--- src/rtl/quad_pkg.sv ---
// rtl/quad_pkg.sv - Gray-step classification shared by the quadrature decoder
// Contents:
//   step_t          : STEP_NONE / STEP_FWD / STEP_REV / STEP_ILLEGAL
//   AB_IDLE         : detent rest code of the (A,B) pair
//   classify_step() : (previous AB, current AB) -> step_t, AB packed as {A,B}

package quad_pkg;

    typedef enum logic [1:0] {
        STEP_NONE    = 2'd0,
        STEP_FWD     = 2'd1,
        STEP_REV     = 2'd2,
        STEP_ILLEGAL = 2'd3
    } step_t;

    localparam logic [1:0] AB_IDLE = 2'b11;

    // Forward (right) order is 11 -> 10 -> 00 -> 01 -> 11. Any single-bit
    // change that is not the forward successor is the reverse predecessor,
    // so only the forward successor needs to be tabulated.
    function automatic step_t classify_step(input logic [1:0] prev_ab,
                                            input logic [1:0] cur_ab);
        logic [1:0] fwd_next;
        step_t      s;
        case (prev_ab)
            2'b11:   fwd_next = 2'b10;
            2'b10:   fwd_next = 2'b00;
            2'b00:   fwd_next = 2'b01;
            default: fwd_next = 2'b11;
        endcase
        if (prev_ab == cur_ab) begin
            s = STEP_NONE;
        end else if ((prev_ab ^ cur_ab) == 2'b11) begin
            s = STEP_ILLEGAL;
        end else if (cur_ab == fwd_next) begin
            s = STEP_FWD;
        end else begin
            s = STEP_REV;
        end
        return s;
    endfunction

endpackage

--- src/rtl/quad_filter.sv ---
// rtl/quad_filter.sv - 2-flop synchroniser and debounce for one A/B pin pair
// Ports:
//   clk, rst : clock, synchronous active-high reset
//   pins     : raw asynchronous pins, [0] = A, [1] = B
//   filt     : debounced pins, same bit order, idle 11 after reset

module quad_filter #(
    parameter int FILT_LEN = 4
) (
    input  logic       clk,
    input  logic       rst,
    input  logic [1:0] pins,
    output logic [1:0] filt
);

    localparam int            CW   = $clog2(FILT_LEN + 1);
    localparam logic [CW-1:0] LAST = CW'(FILT_LEN - 1);

    logic [1:0] sync1;
    logic [1:0] sync2;

    always_ff @(posedge clk) begin
        if (rst) begin
            sync1 <= 2'b11;
            sync2 <= 2'b11;
        end else begin
            sync1 <= pins;
            sync2 <= sync1;
        end
    end

    for (genvar p = 0; p < 2; p++) begin : g_pin
        logic [CW-1:0] cnt;
        logic          level;

        // The counter only runs while the synced pin disagrees with the
        // filtered value; any return to agreement restarts the window, so a
        // glitch shorter than FILT_LEN cycles never moves the output.
        always_ff @(posedge clk) begin
            if (rst) begin
                cnt   <= '0;
                level <= 1'b1;
            end else if (sync2[p] == level) begin
                cnt <= '0;
            end else if (cnt == LAST) begin
                cnt   <= '0;
                level <= sync2[p];
            end else begin
                cnt <= cnt + CW'(1);
            end
        end

        assign filt[p] = level;
    end

endmodule

--- src/rtl/quad_decoder_mc.sv ---
// rtl/quad_decoder_mc.sv - multi-channel quadrature decoder with detent events
// Ports:
//   clk, rst : clock, synchronous active-high reset
//   rot      : raw pins, channel i A = rot[2i], B = rot[2i+1]
//   clr      : per-channel clear of position and sub-step accumulator
//   event_   : one-cycle pulse per completed detent
//   right_   : direction of the event (1 = right), 0 when no event
//   err      : one-cycle pulse when A and B change together
//   position : per-channel counter, channel i at [i*CNT_W +: CNT_W]

module quad_decoder_mc
    import quad_pkg::*;
#(
    parameter int N_CH             = 2,
    parameter int FILT_LEN         = 4,
    parameter int STEPS_PER_DETENT = 4,
    parameter int CNT_W            = 8,
    parameter int WRAP             = 1
) (
    input  logic                    clk,
    input  logic                    rst,
    input  logic [2*N_CH-1:0]       rot,
    input  logic [N_CH-1:0]         clr,
    output logic [N_CH-1:0]         event_,
    output logic [N_CH-1:0]         right_,
    output logic [N_CH-1:0]         err,
    output logic [N_CH*CNT_W-1:0]   position
);

    // The accumulator only ever holds -(STEPS-1)..(STEPS-1); 4 signed bits
    // cover the largest allowed detent of 4 steps.
    localparam logic signed [3:0] ACC_TOP = 4'(STEPS_PER_DETENT - 1);
    localparam logic signed [3:0] ACC_BOT = -ACC_TOP;
    localparam logic [CNT_W-1:0]  POS_MAX = {CNT_W{1'b1}};

    for (genvar i = 0; i < N_CH; i++) begin : g_ch
        logic [1:0]        filt;
        logic [1:0]        cur_ab;
        logic [1:0]        prev_ab;
        step_t             step;
        logic signed [3:0] acc_q, acc_d;
        logic [CNT_W-1:0]  pos_q, pos_d;
        logic              ev_q, ev_d;
        logic              rt_q, rt_d;
        logic              er_q, er_d;

        quad_filter #(
            .FILT_LEN (FILT_LEN)
        ) u_filter (
            .clk  (clk),
            .rst  (rst),
            .pins (rot[2*i +: 2]),
            .filt (filt)
        );

        assign cur_ab = {filt[0], filt[1]};
        assign step   = classify_step(prev_ab, cur_ab);

        always_comb begin
            acc_d = acc_q;
            ev_d  = 1'b0;
            rt_d  = 1'b0;
            er_d  = 1'b0;
            case (step)
                STEP_FWD: begin
                    if (acc_q == ACC_TOP) begin
                        ev_d  = 1'b1;
                        rt_d  = 1'b1;
                        acc_d = '0;
                    end else begin
                        acc_d = acc_q + 4'sd1;
                    end
                end
                STEP_REV: begin
                    if (acc_q == ACC_BOT) begin
                        ev_d  = 1'b1;
                        acc_d = '0;
                    end else begin
                        acc_d = acc_q - 4'sd1;
                    end
                end
                STEP_ILLEGAL: begin
                    er_d  = 1'b1;
                    acc_d = '0;
                end
                default: ;
            endcase

            pos_d = pos_q;
            if (ev_d) begin
                if (rt_d) begin
                    if (WRAP != 0 || pos_q != POS_MAX) pos_d = pos_q + CNT_W'(1);
                end else begin
                    if (WRAP != 0 || pos_q != '0) pos_d = pos_q - CNT_W'(1);
                end
            end

            // clr overrides the counters but leaves the event pulse intact.
            if (clr[i]) begin
                acc_d = '0;
                pos_d = '0;
            end
        end

        always_ff @(posedge clk) begin
            if (rst) begin
                prev_ab <= AB_IDLE;
                acc_q   <= '0;
                pos_q   <= '0;
                ev_q    <= 1'b0;
                rt_q    <= 1'b0;
                er_q    <= 1'b0;
            end else begin
                prev_ab <= cur_ab;
                acc_q   <= acc_d;
                pos_q   <= pos_d;
                ev_q    <= ev_d;
                rt_q    <= rt_d;
                er_q    <= er_d;
            end
        end

        assign event_[i]                  = ev_q;
        assign right_[i]                  = rt_q;
        assign err[i]                     = er_q;
        assign position[i*CNT_W +: CNT_W] = pos_q;
    end

endmodule

--- config.mk ---
export PLATFORM = sky130hd
export DESIGN_NAME = quad_decoder_mc
export DESIGN_NICKNAME = d
export VERILOG_FILES = /design/src/rtl/quad_pkg.sv /design/src/rtl/quad_filter.sv /design/src/rtl/quad_decoder_mc.sv
export SDC_FILE = /design/constraint.sdc
export NUM_CORES = 1
export LEC_CHECK = 0
export ABC_AREA = 1
export CELL_PAD_IN_SITES_DETAIL_PLACEMENT = 0
export CELL_PAD_IN_SITES_GLOBAL_PLACEMENT = 1
export CORE_ASPECT_RATIO = 1.2
export CORE_MARGIN = 1.5
export CORE_UTILIZATION = 42
export DETAILED_ROUTE_END_ITERATION = 12
export GPL_ROUTABILITY_DRIVEN = 0
export PLACE_DENSITY_LB_ADDON = 0.15
export SETUP_SLACK_MARGIN = 0.2
export SYNTH_ARGS = -nofsm -noshare
export SYNTH_HDL_FRONTEND = slang
export SYNTH_SLANG_ARGS = --single-unit
--- constraint.sdc ---
create_clock -name clk -period 2.8 [get_ports clk]
set_input_delay 0.84 -clock clk [delete_from_list [all_inputs] [get_ports clk]]
set_output_delay 0.84 -clock clk [all_outputs]
set_load 0.01 [all_outputs]
==> results of run 1 <==
[through the flow]
| stage | total power, µW | util, % | instances |
|---|---|---|---|
| floorplan | 873 | - | 456 |
| global placement | 894 | 47.9 | 568 |
| detailed placement | 895 | 47.9 | 568 |
| CTS | 1790 | 51.0 | 584 |
| global route | 1830 | 52.9 | 589 |
| finish | 1760 | 52.9 | 589 |
[layout make-up]
class	instances	share of cell area [%]
Multi-Input combinational cell	322	48.1
Sequential cell	58	28.7
Timing Repair Buffer	36	8.46
Inverter	65	6.27
Clock buffer	9	3.06
Tap cell	92	2.84
Clock inverter	7	2.53
[sequential cells by signal, indices dropped and copies added (netlist names)]
| name | count |
|---|---|
| g_ch.u_filter.sync2 | 4 |
| g_ch.acc_q | 8 |
| g_ch.u_filter.g_pin.level | 4 |
| g_ch.prev_ab | 4 |
| g_ch.pos_q | 16 |
| g_ch.rt_q | 2 |
| g_ch.u_filter.g_pin.cnt | 12 |
| g_ch.ev_q | 2 |
| g_ch.u_filter.sync1 | 4 |
| g_ch.er_q | 2 |
[logic make-up after synthesis]
| logic type | Yosys count |
|---|---|
| flops | 58 |
| xor+xnor | 12 |
| compound gates | 50 |
| fa+ha+maj | 33 |
| simple gates | 225 |
| buf+inv | 78 |
[synthesized netlist by cell type, types with 3 or more instances]
master / n / area, µm²
nor2_1: 71 / 267
buf_6: 3 / 33.8
xor2_1: 8 / 70.1
nand2_4: 3 / 33.8
buf_4: 7 / 52.6
xnor2_1: 4 / 35.0
or2_2: 10 / 62.6
nand3_1: 22 / 110
ha_1: 31 / 388
nand4_1: 9 / 56.3
nand2_1: 100 / 375
a21oi_1: 27 / 135
dfxtp_1: 58 / 1160
o21ai_0: 20 / 100
inv_1: 60 / 225
[metal layers]
layer | share of wire (%) | track usage (%) | up-vias | wire, µm
li1 | - | - | 1501 | -
met1 | 48 | 21.7 | 1266 | 3260
met2 | 48 | 28.9 | 41 | 3220
met3 | 3.1 | 3.85 | 9 | 211
met4 | 1.1 | 6.68 | 0 | 77
met5 | 0 | 0 | - | 0
[cell usage in the layout, fill, tap and decap left out]
cell / synthesis / final
buf_4: 7 / 7
dfxtp_2: 0 / 2
bufinv_16: 0 / 2
a31oi_1: 1 / 1
o21ai_0: 20 / 20
nand3_1: 22 / 22
or2_2: 10 / 10
clkinvlp_4: 0 / 1
nand3_4: 2 / 3
clkinv_4: 0 / 3
o21ai_1: 1 / 1
fa_2: 0 / 1
nand2_1: 100 / 99
ha_2: 0 / 1
clkinv_1: 1 / 1
nand2_4: 3 / 3
ha_4: 0 / 8
a21o_1: 1 / 1
clkbuf_8: 0 / 9
nand3b_1: 2 / 2
nor2_4: 2 / 2
xnor2_1: 4 / 4
clkdlybuf4s50_1: 0 / 29
a21oi_1: 27 / 27
nor2_8: 2 / 2
inv_2: 2 / 2
dfxtp_1: 58 / 56
nand4_1: 9 / 9
inv_1: 60 / 60
nor2_1: 71 / 71
inv_6: 2 / 3
nand3_2: 0 / 1
ha_1: 31 / 22
nand2_2: 2 / 3
fa_1: 2 / 1
xor2_1: 8 / 8
[power by group]
part	leakage, µW	switching [µW]	total (µW)	internal [µW]
Combinational	0.00131	20.1	40.0	19.9
Sequential	0.000469	3.11	835	831
Clock	0.000110	378	886	508
Total	0.00189	401	1760	1360
[worst paths after layout]
check | slack [ns] | from | to | cells past startpoint
setup / recovery | 0.41 | g_ch[1].u_filter.g_pin[0].level$_SDFFE_PP1P_ | g_ch[1].pos_q[5]$_SDFFE_PP0P_ | 16
hold / removal | 0.41 | g_ch[1].u_filter.sync1[0]$_SDFF_PP1_ | g_ch[1].u_filter.sync2[0]$_SDFF_PP1_ | 1
setup reg to reg | 0.41 | g_ch[1].u_filter.g_pin[0].level$_SDFFE_PP1P_ | g_ch[1].pos_q[5]$_SDFFE_PP0P_ | 16
hold reg to reg | 0.41 | g_ch[1].u_filter.sync1[0]$_SDFF_PP1_ | g_ch[1].u_filter.sync2[0]$_SDFF_PP1_ | 1
[timing repair]
action                                  in CTS  in global routing
endpoints found under the setup margin       2                 11
pin swaps                                    0                  2
setup buffers                                0                  3
resized for setup                            1                 14
gates cloned                                 0                  2
[worst reg2reg max path, delay by kind of cell, from the launching register on]
kind	cells	cell delay, ns
flops	1	0.40
simple gates	11	1.21
buf+inv	3	0.22
fa+ha+maj	2	0.49
==> results.yml, run 1 <==
outcome:
  status: "finished, final reports clean"
sta:
  fin_crit_ns: 2.39
  tightest_slew_ns: 0.454
  setup_slack_ns: 0.413
  clock.fmax_ghz: 0.419
  maxSlewHeadroom_pct: 69.7
  slew_viol_final: 0
  tns_ns: 0
  timing.final.hold_violations: 0
  fin_crit_sh_pct: 85.2
  skew_ns: 0.00573
  rsz0062_at_grt: "no"
  holdWs_ns: 0.411
  setup_viol: 0
finish:
  area_delta_synth_final_pct: 21.7
  seq_area_um2: 1160
  fill_cells: 743
  antenna_cells: 0
  final_area_um2: 4050
  multi_input_area_um2: 1950
  fin_nets: 533
  drive_gt1_share_pct: 12.7
floorplan:
  fp-row-count: 35
  core_um2: 7660
  start_util_pct: 43.5
  die_h_um: 101
  die_w_um: 84.3
  dieArea_um2: 8480
  io_pins: 30
placement:
  place_hpwl_mm: 4.95
  io_buffers: 29
  place_area_um2: 3670
  dp_worst_setup_slack_ns: 0.205
clock_network:
  cts.htree.levels: 3
  cts_buffers: 9
  cts_tree: "built"
  cts-root-buf: "clkbuf_8"
  ctsHoldBuffers: 0
  clk_latency_ns: 0.34
  clkTransAtPathRegs_ns: 0.07
  clock_path_buffers: 2
  cts_num_sinks: 58
synth:
  synth_compound_area_share_pct: 7.63
  yosys.area_share.simple_pct: 30.9
  synth_adder_area_share_pct: 12.8
  synth_area_per_cell_um2: 7.30
  syn-cell-area_um2: 3330
  ys.flop_type: "dfxtp_1"
  yosysWarningCount: 0
  synthDistinctLibCells: 29
  synth-seq-cells: 58
  seq_area_frac_synth_pct: 34.9
  synth_nets: 497
  synth_xor_area_share_pct: 3.16
  async_flop_share_pct: 0
  synth_top_family_by_area: "simple AND/OR/NAND/NOR gates"
  synth.area.mux_share_pct: 0
  synth-edff-count: 0
  synthCells: 456
grt:
  grt_use_total_pct: 17.3
  antenna_found_initial: 0
  grt_max_degree: 13
  grt_overflow: 0
  grt_pass1_vias: 2654
  grt_first_pass_wirelength_mm: 11.8
routing:
  drc: 0
  vias: 2817
  drtAntennaViolNets: 0
  wirelength_mm: 6.77
  dr.pass1.iters: 4
  post_drt_wl_per_cell_um: 11.5
  drt_iter0_markers: 77
  vias_per_cell: 4.78
critical_path:
  cpMostUsedCell: "nand2_1"
  path_delay_family: "simple AND/OR/NAND/NOR gates"
  arrival_ns: 2.63
  critPathMaxFanout: 5
  path_cells: "inv_1, nand2_1, nand2_2, nor2_4, inv_2, nand2_1, ha_2, nand3_4, ha_4, or2_2, nand3b_1, nand2_1, nand2_1, nand3_1, nand2_1, inv_1"
  critPathKind: "flip-flop to flip-flop"
  crit_path_start_kind: "flip-flop"
  worstPathRequired_ns: 3.04
  crit_slowest_cell: "dfxtp_1"
  max_stage_delay_ns: 0.40
  crit_buf_inv: 3
  worstSetupEndpointType: "flip-flop"
power_and_ir_drop:
  peakVddDrop_v: 0.000270
  pwr_density_cell_nw_per_um2: 434
  leakagePower_uw: 0.00189
flow_run:
  drv_cap: 0
hold_path:
  hold_class: "flip-flop to flip-flop"
Note: power is estimated with default switching activity, not from simulation.
==> run 2: changes to the inputs <==
CORE_UTILIZATION = 45   (was 42)
DONT_BUFFER_PORTS = 1   (was default)
==> results.yml, run 2 (synthesized netlist as in run 1, its figures left out) <==
power_and_ir_drop:
  p_seq_share_pct: 47.8
  swShare_pct: 22.7
  clkPwrFrac_pct: 51.0
  internal_power_uw: 1350
  pwr_density_cell_nw_per_um2: 468
  p_switching_uw: 397
  combPwrFrac_pct: 1.2
  peakVddDrop_v: 0.000336
  leakagePower_uw: 0.00179
sta:
  fin_crit_ns: 2.38
  maxSlewHeadroom_pct: 60.9
  fin_crit_sh_pct: 84.9
  tns_ns: 0
  skew_ns: 0.00883
  clock.fmax_ghz: 0.421
  tightest_slew_ns: 0.585
  rsz0062_at_grt: "no"
  timing.final.hold_violations: 0
  slew_viol_final: 0
  setup_viol: 0
routing:
  wirelength_mm: 6.57
  drtAntennaViolNets: 0
  vias_per_cell: 4.83
  post_drt_wl_per_cell_um: 11.8
  drt_iter0_markers: 110
  vias: 2701
  drc: 0
  dr.pass1.iters: 6
finish:
  layout_commonest_cell: "nand2_1"
  drive_gt1_share_pct: 13.4
  area_delta_synth_final_pct: 11.8
  final_cell_mix: "99 x nand2_1, 71 x nor2_1, 60 x inv_1"
  largest_reg_flops: 16
  top_register: "g_ch.pos_q"
  fill_cells: 702
  finish.utilization_pct: 51.8
  antenna_cells: 0
  fin_nets: 505
  top_regs: "g_ch.pos_q: 16 flops, g_ch.u_filter.g_pin.cnt: 12 flops, g_ch.acc_q: 8 flops"
critical_path:
  worstReg2RegEnd: "g_ch[1].pos_q[5]$_SDFFE_PP0P_"
  worstPathRequired_ns: 3.05
  path_delay_family: "simple AND/OR/NAND/NOR gates"
  crit_buf_inv: 3
  critPathKind: "flip-flop to flip-flop"
  crit_path_start_kind: "flip-flop"
  max_stage_delay_ns: 0.36
  worstSetupEndpointType: "flip-flop"
  critPathMaxFanout: 5
  arrival_ns: 2.63
  crit_slowest_cell: "dfxtp_2"
  worstRegToRegCells: 16
  ff2ff_setup_slack_ns: 0.42
  r2r_start: "g_ch[1].u_filter.g_pin[0].level$_SDFFE_PP1P_"
  cpMostUsedCell: "nand2_1"
  path_cells: "inv_1, nand2_1, nand2_2, nor2_4, inv_2, nand2_1, ha_2, nand3_4, ha_1, or2_2, nand3b_1, nand2_1, nand2_1, nand3_1, nand2_1, inv_1"
floorplan:
  fp-row-count: 34
  io_pins: 30
  core_um2: 7190
  die_h_um: 97.2
  die_w_um: 81.5
  dieArea_um2: 7930
  start_util_pct: 46.3
clock_network:
  cts_buffers: 9
  clock_path_buffers: 2
  clk_latency_ns: 0.34
  cts_num_sinks: 58
  clkTransAtPathRegs_ns: 0.07
  cts.htree.levels: 3
  cts_tree: "built"
  ctsHoldBuffers: 0
  cts-root-buf: "clkbuf_8"
grt:
  grt_first_pass_wirelength_mm: 11.4
  antenna_found_initial: 0
  grt_max_degree: 26
  grt_pass1_vias: 2562
  grt_overflow: 0
  grt_use_total_pct: 18.5
placement:
  io_buffers: 0
  place_hpwl_mm: 4.72
hold_path:
  hold_class: "flip-flop to flip-flop"
  hold-path-cell-count: 1
  min_to: "g_ch[1].u_filter.sync2[0]$_SDFF_PP1_"
  worstHoldStart: "g_ch[1].u_filter.sync1[0]$_SDFF_PP1_"
outcome:
  status: "finished, final reports clean"
flow_run:
  drv_cap: 0
==> run 2: changes by cell type in the layout (fill, tap and decap cells not counted) <==
cell / change
ha_4: -3
clkdlybuf4s50_1: -29
ha_1: +3
nand3_4: -1
dfxtp_1: -2
buf_4: +2
dfxtp_2: +2
==> run 2: per-stage QoR <==
stage / worst slack (ns) / instances / hold slack (ns) / area, µm² / total power, µW
after floorplan: 0.474 / 456 / 0.389 / 3330 / 873
after global placement: 0.290 / 533 / 0.394 / 3340 / 875
after detailed placement: 0.227 / 533 / 0.394 / 3340 / 875
after CTS: 0.212 / 549 / 0.411 / 3570 / 1760
after global routing: 0.182 / 559 / 0.427 / 3720 / 1810
final: 0.423 / 559 / 0.410 / 3720 / 1740
==> run 2: power by group through the flow <==
stage	combinational [µW]	clock, µW	sequential (µW)
floorplan	20.1	0	853
global placement	21.2	0	854
detailed placement	21.1	0	854
CTS	21.3	908	834
global route	24.9	951	835
finish	21.0	889	834
==> run 2: cell type report <==
cell class	instances	area [µm²]	area share (%)
multi-input cells	321	1900	50.9
flip-flops and latches	58	1170	31.3
inverters	65	254	6.82
clock buffers	9	124	3.33
well taps	90	113	3.02
clock inverters	7	103	2.76
repair buffers	9	67.6	1.81
==> run 2: metal layers <==
layer / GRT usage (%) / vias to the layer above / wire, µm
met2: 28.4 / 42 / 2990
met3: 5.63 / 12 / 278
met1: 23.5 / 1204 / 3170
li1: - / 1443 / -
met5: 0 / - / 0
met4: 8.22 / 0 / 131
==> run 2: worst max path at each step <==
stage | from | end | slack [ns] | cells after the start
2_1_floorplan | g_ch[0].u_filter.g_pin[0].level$_SDFFE_PP1P_ | g_ch[0].pos_q[7]$_SDFFE_PP0P_ | 0.47 | 16
3_3_place_gp | g_ch[0].u_filter.g_pin[0].level$_SDFFE_PP1P_ | g_ch[0].pos_q[5]$_SDFFE_PP0P_ | 0.29 | 16
3_5_place_dp | g_ch[0].u_filter.g_pin[0].level$_SDFFE_PP1P_ | g_ch[0].pos_q[7]$_SDFFE_PP0P_ | 0.23 | 16
4_1_cts | g_ch[0].u_filter.g_pin[0].level$_SDFFE_PP1P_ | g_ch[0].pos_q[7]$_SDFFE_PP0P_ | 0.21 | 16
5_1_grt | g_ch[0].u_filter.g_pin[1].level$_SDFFE_PP1P_ | g_ch[0].pos_q[7]$_SDFFE_PP0P_ | 0.18 | 18
6_report | g_ch[1].u_filter.g_pin[0].level$_SDFFE_PP1P_ | g_ch[1].pos_q[5]$_SDFFE_PP0P_ | 0.42 | 16
==> run 2: timing repair <==
item	CTS	global route
resized for setup	0	13
setup buffers	0	9
endpoints found under the setup margin	0	10
==> run 3: changes to the inputs <==
clock period = 2.4 ns   (was 2.8 ns; I/O delays follow)
==> results.yml, run 3 (synthesized netlist as in run 1, its figures left out) <==
outcome:
  status: "finished, final reports clean"
power_and_ir_drop:
  pwr_density_cell_nw_per_um2: 474
  p_switching_uw: 418
  clkPwrFrac_pct: 48.4
  leakagePower_uw: 0.00188
  internal_power_uw: 1510
  combPwrFrac_pct: 1.3
  swShare_pct: 21.7
  p_seq_share_pct: 50.3
  peakVddDrop_v: 0.000251
routing:
  wirelength_mm: 6.71
  vias: 2775
  dr.pass1.iters: 4
  drc: 0
  vias_per_cell: 4.83
  drtAntennaViolNets: 0
  post_drt_wl_per_cell_um: 11.7
  drt_iter0_markers: 66
sta:
  tightest_slew_ns: 0.591
  slew_viol_final: 0
  maxSlewHeadroom_pct: 60.5
  setup_viol: 0
  fin_crit_ns: 2.20
  tns_ns: 0
  skew_ns: 0.00912
  clock.fmax_ghz: 0.456
  rsz0062_at_grt: "yes"
  fin_crit_sh_pct: 91.5
  holdWs_ns: 0.409
  timing.final.hold_violations: 0
finish:
  fin_nets: 521
  finish.utilization_pct: 56.7
  layout_commonest_cell: "nand2_1"
  largest_reg_flops: 16
  top_regs: "g_ch.pos_q: 16 flops, g_ch.u_filter.g_pin.cnt: 12 flops, g_ch.acc_q: 8 flops"
  final_cell_mix: "79 x nand2_1, 71 x nor2_1, 53 x inv_1"
  fill_cells: 701
  top_register: "g_ch.pos_q"
  drive_gt1_share_pct: 26.0
  area_delta_synth_final_pct: 22.3
  antenna_cells: 0
grt:
  grt_use_total_pct: 18.7
  grt_first_pass_wirelength_mm: 11.5
  grt_overflow: 0
  grt_max_degree: 26
  grt_pass1_vias: 2597
  antenna_found_initial: 0
floorplan:
  start_util_pct: 46.3
  core_um2: 7190
  fp-row-count: 34
  io_pins: 30
  die_h_um: 97.2
  dieArea_um2: 7930
  die_w_um: 81.5
hold_path:
  hold_class: "flip-flop to flip-flop"
clock_network:
  ctsHoldBuffers: 0
  cts_num_sinks: 58
  cts-root-buf: "clkbuf_8"
  cts_buffers: 9
  clk_latency_ns: 0.34
  cts.htree.levels: 3
  cts_tree: "built"
  clkTransAtPathRegs_ns: 0.07
  clock_path_buffers: 2
critical_path:
  crit_slowest_cell: "fa_2"
  worstSetupEndpointType: "flip-flop"
  cpMostUsedCell: "nor2_1"
  critPathKind: "flip-flop to flip-flop"
  path_cells: "inv_2, nand2_1, nand4_1, nand2_2, ha_4, nand3_4, buf_12, fa_2, a21oi_2, xnor2_1, nor2_1, nor2_1"
  worstPathRequired_ns: 2.67
  arrival_ns: 2.46
  crit_path_start_kind: "flip-flop"
  critPathMaxFanout: 6
  max_stage_delay_ns: 0.40
flow_run:
  drv_cap: 0
placement:
  place_hpwl_mm: 4.65
  io_buffers: 0
[run 3: cell types whose count changed in the layout (fill, tap and decap cells not counted), moves of 5 or more]
| cell | delta |
|---|---|
| nand2_1 | -20 |
| nand3_1 | -5 |
| ha_1 | -7 |
| inv_2 | +6 |
| nand2_2 | +19 |
| buf_4 | +13 |
| ha_4 | +8 |
| inv_1 | -7 |
[run 3: repair_timing]
| item | in CTS | in global routing |
|---|---|---|
| gates cloned | 1 | 0 |
| endpoints found under the hold margin | 0 | 0 |
| setup buffers | 7 | 10 |
| gates resized for setup | 15 | 51 |
| setup endpoints to repair | 12 | 11 |
| pin swaps | 6 | 30 |
[run 3: layer usage]
metal	GRT usage (%)	vias to the layer above	share of wire, %
met2	31.0	35	51
li1	-	1478	-
met5	0	-	0
met3	6.38	6	4.0
met1	22.3	1256	44
met4	5.57	0	1.3
[run 3: worst max-delay path, delay by kind of cell, from the launching register on]
kind            cells  cell delay, ns
buf+inv             2            0.22
compound gates      1            0.16
xor+xnor            1            0.13
flops               1            0.36
fa+ha+maj           2            0.55
simple gates        6            0.70
[run 3: power by group through the flow]
stage	Clock [µW]	Combinational [µW]	Sequential (µW)
floorplan	0	23.5	995
global route	1010	29.7	970
CTS	973	26.4	973
finish	934	25.7	970
global placement	0	25.5	996
detailed placement	0	26.2	996
[run 3: final cells by class]
class                           count  area (µm²)  share of cell area (%)
Clock buffer                       12         155                    3.81
Clock inverter                      4        50.0                    1.23
Inverter                           65         256                    6.30
Multi-Input combinational cell    321        2100                    51.6
Sequential cell                    58        1180                    29.0
Tap cell                           90         113                    2.76
Timing Repair Buffer               25         216                    5.31
[run 3: path summary, 6_finish.rpt]
path                                                to                            startpoint  cells after the start  slack (ns)
setup / recovery         g_ch[1].pos_q[4]$_SDFFE_PP0P_         g_ch[1].prev_ab[0]$_SDFF_PP1_                     12        0.20
hold / removal    g_ch[0].u_filter.sync2[1]$_SDFF_PP1_  g_ch[0].u_filter.sync1[1]$_SDFF_PP1_                      1        0.41
hold reg to reg   g_ch[0].u_filter.sync2[1]$_SDFF_PP1_  g_ch[0].u_filter.sync1[1]$_SDFF_PP1_                      1        0.41
setup reg to reg         g_ch[1].pos_q[4]$_SDFFE_PP0P_         g_ch[1].prev_ab[0]$_SDFF_PP1_                     12        0.20
[run 3: per-stage QoR]
step | total power [µW] | cells | area, µm² | worst slack [ns]
floorplan | 1020 | 456 | 3360 | 0.199
global placement | 1020 | 541 | 3440 | 0.0261
detailed placement | 1020 | 541 | 3440 | 0.0112
CTS | 1970 | 565 | 3800 | 0.203
global route | 2010 | 575 | 4070 | 0.0853
finish | 1930 | 575 | 4070 | 0.205
